--- src/rtl/pe_flit_injector_if.sv ---
// Bundle of the PE-side and router-side signals of the flit injector.
// master: the environment (PE, router credit return, status observer).
// slave : the injector itself.
interface pe_flit_injector_if #(
  parameter int DEPTH = 4
) ();
  logic [70:0]            pe_flit;
  logic                   pe_ready_send;
  logic [70:0]            router_flit;
  logic [1:0]             credit_in;
  logic [$clog2(DEPTH):0] fifo_count;
  logic                   overflow;
  logic                   credit_err;

  modport master (
    output pe_flit, pe_ready_send, credit_in,
    input  router_flit, fifo_count, overflow, credit_err
  );

  modport slave (
    input  pe_flit, pe_ready_send, credit_in,
    output router_flit, fifo_count, overflow, credit_err
  );
endinterface

--- src/rtl/pe_flit_injector.sv ---
// PE flit injector: buffers valid flits from the PE in an in-order FIFO and
// injects them into the local router port under per-VC credit flow control.
// The head flit leaves only when its own VC has credit; flits behind it wait
// (strict FIFO, head-of-line blocking is intentional).
module pe_flit_injector #(
  parameter int DEPTH   = 4,
  parameter int CREDITS = 4
) (
  input  logic               clk,
  input  logic               rst_n,
  pe_flit_injector_if.slave  bus
);

  localparam int AW = (DEPTH > 1) ? $clog2(DEPTH) : 1;
  localparam int CW = $clog2(CREDITS) + 1;

  localparam logic [AW:0]   DEPTH_C    = (AW + 1)'(DEPTH);
  localparam logic [AW:0]   CNT_ZERO   = {(AW + 1){1'b0}};
  localparam logic [AW:0]   CNT_ONE    = {{AW{1'b0}}, 1'b1};
  localparam logic [AW-1:0] PTR_ZERO   = {AW{1'b0}};
  localparam logic [AW-1:0] PTR_ONE    = {{(AW - 1){1'b0}}, 1'b1};
  localparam logic [CW-1:0] CREDITS_C  = CW'(CREDITS);
  localparam logic [CW-1:0] CRD_ZERO   = {CW{1'b0}};
  localparam logic [CW-1:0] CRD_ONE    = {{(CW - 1){1'b0}}, 1'b1};

  logic [70:0]   mem_q [DEPTH];
  logic [70:0]   mem_d [DEPTH];
  logic [AW-1:0] wr_ptr_q, wr_ptr_d;
  logic [AW-1:0] rd_ptr_q, rd_ptr_d;
  logic [AW:0]   count_q, count_d;
  logic [CW-1:0] credit_q [2];
  logic [CW-1:0] credit_d [2];
  logic [70:0]   router_flit_q, router_flit_d;
  logic          overflow_q, overflow_d;
  logic          credit_err_q, credit_err_d;

  logic [70:0]   head_s;
  logic          head_vc_s;
  logic          push_req_s;
  logic          push_s;
  logic          pop_s;
  logic [1:0]    dec_s;

  // Decide pop (head has credit on its VC) and push (room now, or room freed by the pop).
  always_comb begin
    head_s     = mem_q[rd_ptr_q];
    head_vc_s  = head_s[64];
    pop_s      = (count_q != CNT_ZERO) && (credit_q[head_vc_s] != CRD_ZERO);
    push_req_s = bus.pe_ready_send && bus.pe_flit[70];
    push_s     = push_req_s && ((count_q < DEPTH_C) || pop_s);
    if (pop_s) begin
      dec_s = head_vc_s ? 2'b10 : 2'b01;
    end else begin
      dec_s = 2'b00;
    end
  end

  // Next state for FIFO storage, pointers, occupancy, output register and flags.
  always_comb begin
    for (int i = 0; i < DEPTH; i++) begin
      mem_d[i] = mem_q[i];
    end
    if (push_s) begin
      mem_d[wr_ptr_q] = bus.pe_flit;
      wr_ptr_d        = wr_ptr_q + PTR_ONE;
    end else begin
      wr_ptr_d        = wr_ptr_q;
    end

    if (pop_s) begin
      rd_ptr_d      = rd_ptr_q + PTR_ONE;
      router_flit_d = head_s;
    end else begin
      rd_ptr_d      = rd_ptr_q;
      router_flit_d = 71'd0;
    end

    case ({push_s, pop_s})
      2'b10:   count_d = count_q + CNT_ONE;
      2'b01:   count_d = count_q - CNT_ONE;
      default: count_d = count_q;
    endcase

    if (push_req_s && !push_s) begin
      overflow_d = 1'b1;
    end else begin
      overflow_d = overflow_q;
    end

    // A return and a pop on the same VC cancel; a return into a full counter is lost.
    credit_err_d = credit_err_q;
    for (int v = 0; v < 2; v++) begin
      case ({bus.credit_in[v], dec_s[v]})
        2'b01:   credit_d[v] = credit_q[v] - CRD_ONE;
        2'b10: begin
          if (credit_q[v] == CREDITS_C) begin
            credit_d[v]  = credit_q[v];
            credit_err_d = 1'b1;
          end else begin
            credit_d[v]  = credit_q[v] + CRD_ONE;
          end
        end
        default: credit_d[v] = credit_q[v];
      endcase
    end
  end

  // FIFO storage; contents are don't-care until written, so no reset.
  always_ff @(posedge clk) begin
    for (int i = 0; i < DEPTH; i++) begin
      mem_q[i] <= mem_d[i];
    end
  end

  // Control state, credits and registered outputs with asynchronous reset.
  always_ff @(posedge clk or negedge rst_n) begin
    if (!rst_n) begin
      wr_ptr_q      <= PTR_ZERO;
      rd_ptr_q      <= PTR_ZERO;
      count_q       <= CNT_ZERO;
      credit_q[0]   <= CREDITS_C;
      credit_q[1]   <= CREDITS_C;
      router_flit_q <= 71'd0;
      overflow_q    <= 1'b0;
      credit_err_q  <= 1'b0;
    end else begin
      wr_ptr_q      <= wr_ptr_d;
      rd_ptr_q      <= rd_ptr_d;
      count_q       <= count_d;
      credit_q[0]   <= credit_d[0];
      credit_q[1]   <= credit_d[1];
      router_flit_q <= router_flit_d;
      overflow_q    <= overflow_d;
      credit_err_q  <= credit_err_d;
    end
  end

  assign bus.router_flit = router_flit_q;
  assign bus.fifo_count  = count_q;
  assign bus.overflow    = overflow_q;
  assign bus.credit_err  = credit_err_q;

endmodule

--- src/flat_wrapper.sv ---
// flat-port wrapper written by rule: the top's interface ports become plain ports
module pe_flit_injector_flat 
#(
  parameter int DEPTH   = 4,
  parameter int CREDITS = 4
)
  (clk, rst_n, bus_pe_flit, bus_pe_ready_send, bus_credit_in, bus_router_flit, bus_fifo_count, bus_overflow, bus_credit_err);
  pe_flit_injector_if #(.DEPTH(DEPTH)) bus_i ();
  input  logic clk;
  input  logic rst_n;
  input wire logic [$bits(bus_i.pe_flit)-1:0] bus_pe_flit;
  input wire logic [$bits(bus_i.pe_ready_send)-1:0] bus_pe_ready_send;
  input wire logic [$bits(bus_i.credit_in)-1:0] bus_credit_in;
  output wire logic [$bits(bus_i.router_flit)-1:0] bus_router_flit;
  output wire logic [$bits(bus_i.fifo_count)-1:0] bus_fifo_count;
  output wire logic [$bits(bus_i.overflow)-1:0] bus_overflow;
  output wire logic [$bits(bus_i.credit_err)-1:0] bus_credit_err;
  assign bus_i.pe_flit = bus_pe_flit;
  assign bus_i.pe_ready_send = bus_pe_ready_send;
  assign bus_i.credit_in = bus_credit_in;
  assign bus_router_flit = bus_i.router_flit;
  assign bus_fifo_count = bus_i.fifo_count;
  assign bus_overflow = bus_i.overflow;
  assign bus_credit_err = bus_i.credit_err;
  pe_flit_injector #(.DEPTH(DEPTH), .CREDITS(CREDITS)) u_core (.clk(clk), .rst_n(rst_n), .bus(bus_i));
endmodule
--- config.mk ---
export PLATFORM = sky130hd
export DESIGN_NAME = pe_flit_injector_flat
export DESIGN_NICKNAME = d
export VERILOG_FILES = /design/src/rtl/pe_flit_injector_if.sv /design/src/rtl/pe_flit_injector.sv /design/src/flat_wrapper.sv
export SDC_FILE = /design/constraint.sdc
export NUM_CORES = 1
export LEC_CHECK = 0
export ABC_AREA = 1
export BUFFER_PORTS_ARGS = -buffer_cell sky130_fd_sc_hd__buf_4
export CAP_MARGIN = 20
export CORE_ASPECT_RATIO = 0.5
export CORE_MARGIN = 3
export CORE_UTILIZATION = 63
export CTS_CLUSTER_DIAMETER = 80
export DETAILED_ROUTE_END_ITERATION = 7
export HOLD_SLACK_MARGIN = 0.02
export PLACE_DENSITY = 0.85
export REMOVE_ABC_BUFFERS = 1
export SYNTH_ARGS = -nofsm -noshare
export SYNTH_HDL_FRONTEND = slang
export SYNTH_SLANG_ARGS = --single-unit
--- constraint.sdc ---
create_clock -name clk -period 12.7 [get_ports clk]
set_input_delay 2.54 -clock clk [delete_from_list [all_inputs] [get_ports clk]]
set_output_delay 2.54 -clock clk [all_outputs]
set_load 0.03 [all_outputs]
After elaboration in Yosys (flattened, before gate mapping)

Memories as Yosys holds them, arrays and structs flattened.
Index checks and enable logic that the tools add are counted.

Flip-flop bits (word level): 86
RAM bits: 284
Bits of input ports: 76
Output and inout port bits: 76
Word-level logic and storage cells: 66
Memories kept: 1

$add $sub $neg: 8
Order comparisons: 4
Eq/ne operators: 10
Muxes and demuxes: 19
Bitwise gates (word level): 2
Reductions and logical operators: 14

Memory list:

| name         | depth | width | rd ports | clocked after Yosys merged registers in | write ports | line                   | source |
|---|---|---|---|---|---|---|---|
| u_core.mem_q | 4     | 71    | 5        | 0                                       | 4           | pe_flit_injector.sv:26 | `logic [70:0] mem_q [DEPTH];` |

Operators by type and width:

| operator              | count |
|---|---|
| $bwmux W284           | 1 |
| $mux W284             | 1 |
| $demux W71 S2         | 1 |
| $mux W71              | 2 |
| $pmux W3 S2           | 3 |
| $mux W3               | 5 |
| $add A3 B1 Y3 const B | 3 |
| $sub A3 B1 Y3 const B | 3 |
| $eq A2 B1 Y1 const B  | 3 |
| $eq A2 B2 Y1 const B  | 3 |
| $eq A3 B3 Y1 const B  | 2 |
| $reduce_bool A2 Y1    | 3 |
| $reduce_bool A3 Y1    | 2 |
| $logic_and A1 B1 Y1   | 5 |
| $add A2 B1 Y2 const B | 2 |
| $mux W1               | 4 |
| $mux W2               | 2 |
| $ne A2 B2 Y1 const B  | 2 |
| $reduce_and A2 Y1     | 2 |
| $ge A3 B3 Y1 const B  | 1 |
| $lt A3 B1 Y1 const B  | 1 |
| $lt A3 B3 Y1 const B  | 1 |
| $not A2 Y3            | 1 |
| $ge A2 B2 Y1 const B  | 1 |
| other kinds (3)       | 3 |

Logic depth before layout (Yosys ltp)

Gate-level depths: netlist (run 1).
An unclocked memory read counts as a cell.

Depth after elaboration: 12
Gate-level depth with buffers: 18
Depth with buffers taken out: 15

Worst setup path before layout (run 1)

OpenSTA, ideal clock, no wires.

Kind: input -> register
Start point: input bus_pe_ready_send
End point: memory u_core.mem_q[0][0] (enable)
Library setup time: 0.501 ns
Arrival: 5.759 ns
Path slack: 6.441 ns
Stages on the path: 4
Path buffers: 0
Cell sequence: nand2_1 -> inv_1 -> nand2_2 -> nor2_1

RTL lines:

| what               | line                   | source |
|---|---|---|
| start: declaration | flat_wrapper.sv:12     | `input wire logic [$bits(bus_i.pe_ready_send)-1:0] bus_pe_ready_send;` |
| end: declaration   | pe_flit_injector.sv:26 |  |

==> results of run 1 <==
==> registers in the layout, summed over array words and instances (netlist names) <==
signal and count:
u_core.bus.credit_err 1, u_core.bus.fifo_count 3, u_core.bus.overflow 1, u_core.bus.router_flit 71, u_core.credit_q 6, u_core.mem_q 284
u_core.rd_ptr_q 2, u_core.wr_ptr_q 2
==> cell usage in the layout, fill, tap and decap left out, types with 6 or more instances in the layout <==
cell	netlist	routed
nor2_1	294	290
edfxtp_1	284	284
buf_4	0	159
o21ai_0	141	141
dfrtp_1	84	82
a21oi_2	69	69
nand2_1	34	34
clkbuf_16	0	30
inv_1	25	25
nand3_1	15	15
clkbuf_1	25	10
clkinv_1	0	6
==> worst max-delay path, delay by kind of cell, from the launching register on <==
family                 cells  cell delay (ps)
DFF                        1              720
and+or+nand+nor            8             1330
buffers and inverters      2             1330
==> Yosys cell counts <==
cell type	instances
nand3_1	15
nor2_4	1
inv_8	1
edfxtp_1	284
xnor2_1	1
ha_1	5
a21oi_2	69
fa_1	3
nand2_1	34
dfrtp_1	84
clkbuf_1	25
buf_2	12
inv_1	25
nor2_1	294
nand4_1	2
nand3b_1	1
dfstp_2	2
nand2_2	3
o21bai_1	1
o21ai_0	141
xor2_1	3
buf_6	2
nor3_1	1
o211ai_1	1
buf_1	7
inv_2	2
a21oi_1	1
nand3_2	3
buf_8	8
==> area by class of cell <==
| class | count | area, um2 |
|---|---|---|
| Timing Repair Buffer | 159 | 1190 |
| Inverter | 28 | 113 |
| Fill cell | 1147 | 4950 |
| Clock buffer | 43 | 830 |
| Multi-Input combinational cell | 579 | 2920 |
| Clock inverter | 13 | 97.6 |
| Sequential cell | 370 | 10700 |
| Tap cell | 292 | 365 |
==> through the flow <==
step           hold WS, ps  power (W)  area (um2)
3_5_place_dp           482    0.00323       15300
2_1_floorplan          464    0.00273       13700
4_1_cts                500    0.00413       16200
3_3_place_gp           475    0.00316       15300
5_1_grt                519    0.00433       16200
6_report               493    0.00413       16200
==> cell families after synthesis <==
logic type | count (synthesis) | share of synthesized area (%)
adders and majority gates | 8 | 0.876
AOI/OAI and AO/OA | 213 | 9.50
buffers and inverters | 82 | 3.11
DFF | 370 | 76.3
and+or+nand+nor | 354 | 9.94
xor gates and xnor gates | 4 | 0.250
==> metal layers <==
layer  GRT usage, %  routed length [um]
met2           42.8               15200
met4           9.31                 971
met1           30.9               11700
met3           3.93                1880
met5              0                   0
==> power groups by stage <==
stage / logic (W) / clock network (W) / registers [W]
after floorplan: 0.000788 / 0 / 0.00194
after global placement: 0.00144 / 0 / 0.00172
after detailed placement: 0.00150 / 0 / 0.00173
after CTS: 0.00153 / 0.000890 / 0.00171
after global routing: 0.00166 / 0.000944 / 0.00174
final: 0.00153 / 0.000883 / 0.00172
==> worst paths after layout <==
kind                                               to  slack, ps  depth (start not counted)
max reg2reg                       u_core.mem_q[1][28]       8770                         10
min in group asynchronous  u_core.bus.router_flit[53]       1840                          1
min                               u_core.bus.overflow        490                          1
max in group asynchronous          u_core.rd_ptr_q[1]       9470                          2
min reg2reg                       u_core.bus.overflow        490                          1
max                               u_core.mem_q[1][28]       8770                         10
==> flow_metrics.py, run 1 <==
metrics = {
    "critical_path": {
        "critPathArrivalTime_ps": 4100,
        "r2r-start": "u_core.rd_ptr_q[0]",
        "path_cells": "inv_8, nand2_1, nand3_2, nand2_2, nand2_1, nand3_4, nand2_1, nand2_2, nor2_4, buf_4",
        "crit_slowest_cell": "buf_4",
        "crit_fanout": 144,
        "cpMostUsedCell": "nand2_1",
        "critPathLaunch": "u_core.rd_ptr_q[0]",
        "cp.required_ps": 12870,
        "critPathMaxStageDelay_ps": 800,
        "worst_setup_path_start_kind": "flop",
        "endpoint_kind": "flop",
        "worst-setup-path-type": "flop to flop",
    },
    "pwr": {
        "p_switching_w": 0.00160,
        "internal_power_w": 0.00252,
        "power_leakage_nw": 6.05,
        "power_density_nw_per_um2": 255,
        "p_clk_share_pct": 21.4,
        "vdd.ir_drop.worst_mv": 0.185,
        "seqPwrFrac_pct": 41.6,
        "swShare_pct": 38.9,
        "combPwrFrac_pct": 37.0,
    },
    "die": {
        "dieArea_um2": 24200,
        "io_pins": 152,
        "rows": 37,
        "fp.dieH_um": 111,
        "core_um2": 21200,
        "start_util_pct": 66.2,
        "dieWidth_um": 217,
    },
    "sta": {
        "fin_skew_ps": 32.1,
        "hold_violations": 0,
        "max_freq_mhz": 254,
        "maxSlewHeadroom_pct": 28.3,
        "post-route-min-period_ps": 3930,
        "drv_slew": 0,
        "period_share_pct": 31.0,
        "rsz0062_at_grt": "no",
        "setup_viol": 0,
        "worstMarginPinSlew_ps": 1080,
        "timing.final.ws_setup_ps": 8770,
        "tns_ps": 0,
    },
    "route": {
        "vias_per_cell": 5.79,
        "drt-pass1-iter-count": 5,
        "drc_errors": 0,
        "finalWirelength_mm": 29.7,
        "vias": 8587,
        "first_iter_violations": 892,
        "ant_nets": 0,
        "wl_per_cell_um": 20.0,
    },
    "outcome": {
        "status": "complete, no violations",
    },
    "synthesis": {
        "yosys.area.top_type": "edfxtp_1",
        "yosys_register_bits": 370,
        "synth_cell_types": 29,
        "synth_warnings": 0,
        "ys_seq_area_share_pct": 76.3,
        "syn_inst": 1031,
        "syn_area_um2": 14000,
        "avgSynthCellArea_um2": 13.6,
        "netlist.area_leader.share_pct": 60.9,
        "synth_area_leaders": "edfxtp_1, dfrtp_1, nor2_1",
    },
    "placed_design": {
        "hpwl_mm": 15.8,
        "place.port_buffers": 151,
        "pre_cts_ws_ps": 8300,
        "gp_congestion": 0.766,
        "dp_cells": 1428,
    },
    "job": {
        "drv_cap": 0,
    },
    "layout": {
        "area_growth_pct": 15.8,
        "fin_nets": 1252,
        "n_antenna_cell": 0,
        "stdcell_count": 1484,
        "fin_util_pct": 76.6,
        "drive_above_1_share_pct": 24.0,
    },
    "clocking": {
        "cts_tree": "done",
        "clk_pin_slew_ps": 70,
        "htree_num_levels": 1,
        "cts_buffers": 30,
        "post_cts_resized": 0,
        "clock_latency_ps": 570,
        "cts_setup_buffers": 0,
        "cts_buffer_depth": 3,
        "holdBufCountCts": 0,
        "clockRootBuffer": "clkbuf_16",
        "cts_sinks": 370,
    },
    "global_routing": {
        "grt_usage_pct": 24.3,
        "grt.overflow.total": 0,
        "grt_start_max_net_pins": 145,
        "grt_pass1_vias": 8945,
        "grt_pass1_wl_mm": 46.0,
        "antenna_found_initial": 0,
    },
    "hold_path": {
        "hp-class": "flop to flop",
        "hold_start": "u_core.bus.overflow",
    },
}
Power figures use the tool's default switching activity.
==> run 2: changes to the inputs <==
Settings changed: CORE_UTILIZATION 63 to 52, PLACE_DENSITY 0.85 to 0.75.
Clock period 12.7 ns to 3.24 ns, I/O delays scaled along.
==> flow_metrics.py, run 2 (synthesized netlist as in run 1, its figures left out) <==
metrics = {
    "global_routing": {
        "grt_start_max_net_pins": 89,
        "grt_usage_pct": 20.4,
        "antenna_found_initial": 0,
        "grt.overflow.total": 0,
        "grt_pass1_wl_mm": 45.7,
        "grt_pass1_vias": 8582,
    },
    "clocking": {
        "holdBufCountCts": 0,
        "htree_num_levels": 1,
        "cts_buffers": 30,
        "cts_sinks": 370,
        "clk_pin_slew_ps": 70,
        "post_cts_resized": 0,
        "cts_tree": "done",
        "clockRootBuffer": "clkbuf_16",
        "clock_latency_ps": 560,
        "cts_setup_buffers": 0,
        "cts_buffer_depth": 3,
    },
    "placed_design": {
        "pre_cts_ws_ps": 666,
        "place.port_buffers": 151,
        "dp_cells": 1493,
        "gp_congestion": 0.768,
        "hpwl_mm": 17.1,
    },
    "sta": {
        "period_share_pct": 81.9,
        "maxSlewHeadroom_pct": 36.3,
        "hold_violations": 0,
        "fin_hold_ws_ps": 51.6,
        "tns_ps": 0,
        "timing.final.ws_setup_ps": 588,
        "rsz0062_at_grt": "no",
        "setup_viol": 0,
        "post-route-min-period_ps": 2650,
        "fin_skew_ps": 8.19,
        "max_freq_mhz": 377,
        "drv_slew": 0,
        "worstMarginPinSlew_ps": 955,
    },
    "die": {
        "dieWidth_um": 238,
        "start_util_pct": 54.2,
        "dieArea_um2": 29000,
        "rows": 41,
        "core_um2": 25800,
        "fp.dieH_um": 122,
        "io_pins": 152,
    },
    "layout": {
        "n_antenna_cell": 0,
        "layout_commonest_cell": "nor2_1",
        "final_cell_mix": "nor2_1, edfxtp_1, buf_4",
        "stdcell_count": 1549,
        "area_growth_pct": 17.5,
        "top_register": "u_core.mem_q",
        "drive_above_1_share_pct": 25.3,
        "largest_reg_flops": 284,
        "fin_nets": 1265,
        "fill_cells": 1791,
    },
    "critical_path": {
        "critPathMaxStageDelay_ps": 770,
        "critPathArrivalTime_ps": 3110,
        "worst_setup_path_start_kind": "flop",
        "cp.required_ps": 3700,
        "endpoint_kind": "flop",
        "worst-setup-path-type": "flop to flop",
        "r2r_slack_ps": 590,
        "crit_fanout": 74,
        "worst-r2r-cell-count": 6,
        "path_cells": "buf_4, buf_4, nor2_1, nor2_1, o21ai_0, a21oi_2",
        "crit_slowest_cell": "buf_4",
    },
    "pwr": {
        "combPwrFrac_pct": 38.4,
        "swShare_pct": 38.4,
        "p_switching_w": 0.00618,
        "seqPwrFrac_pct": 40.3,
        "internal_power_w": 0.00993,
        "vdd.ir_drop.worst_mv": 0.564,
        "power_leakage_nw": 6.15,
        "p_clk_share_pct": 21.3,
        "power_density_nw_per_um2": 980,
    },
    "route": {
        "drc_errors": 0,
        "drt-pass1-iter-count": 5,
        "vias_per_cell": 5.37,
        "finalWirelength_mm": 29.5,
        "vias": 8324,
        "ant_nets": 0,
        "first_iter_violations": 845,
        "wl_per_cell_um": 19.1,
    },
    "hold_path": {
        "hp-class": "primary input to async pin",
    },
    "job": {
        "drv_cap": 0,
    },
    "outcome": {
        "status": "complete, no violations",
    },
}
## run 2: worst paths after layout
kind	from	endpoint
min reg2reg	u_core.credit_q[2]	u_core.credit_q[2]
max in group asynchronous	rst_n	u_core.credit_q[5]
min in group clk	bus_pe_flit[21]	u_core.mem_q[0][21]
min	rst_n	u_core.bus.router_flit[52]
max	u_core.rd_ptr_q[0]	u_core.bus.router_flit[55]
max reg2reg	u_core.rd_ptr_q[0]	u_core.bus.router_flit[55]
## run 2: per-stage QoR
stage	total power (W)	cell area, um2	util, %
6_report	0.0161	16400	63.7
5_1_grt	0.0170	16400	63.7
4_1_cts	0.0162	16400	63.7
3_5_place_dp	0.0128	15500	60.1
3_3_place_gp	0.0126	15500	60.1
2_1_floorplan	0.0107	13700	-
## run 2: final cells by class
class	instances	area, um2	area share (%)
flip-flops and latches	370	10700	65.0
multi-input cells	579	2920	17.7
repair buffers	172	1370	8.31
clock buffers	44	863	5.25
well taps	344	430	2.62
inverters	28	113	0.685
clock inverters	12	68.8	0.418
## run 2: power by group through the flow
stage	registers, W	clock network [W]	logic [W]
after floorplan	0.00762	0	0.00309
after global placement	0.00656	0	0.00601
after detailed placement	0.00659	0	0.00620
after CTS	0.00649	0.00348	0.00623
after global routing	0.00655	0.00370	0.00677
final	0.00649	0.00343	0.00619
## run 2: critical path: cells and delay by family (launching register included)
family          cells  cell delay (ps)
compound gates      2              370
buf+inv             2             1340
simple gates        2              230
flops               1              520
## run 2: per-layer routing
metal	routed length, um	share of wire [%]	global-route usage, %
met1	12400	42	26.5
met2	15000	51	35.6
met3	1430	4.9	3.64
met4	637	2.2	6.64
met5	0	0	0
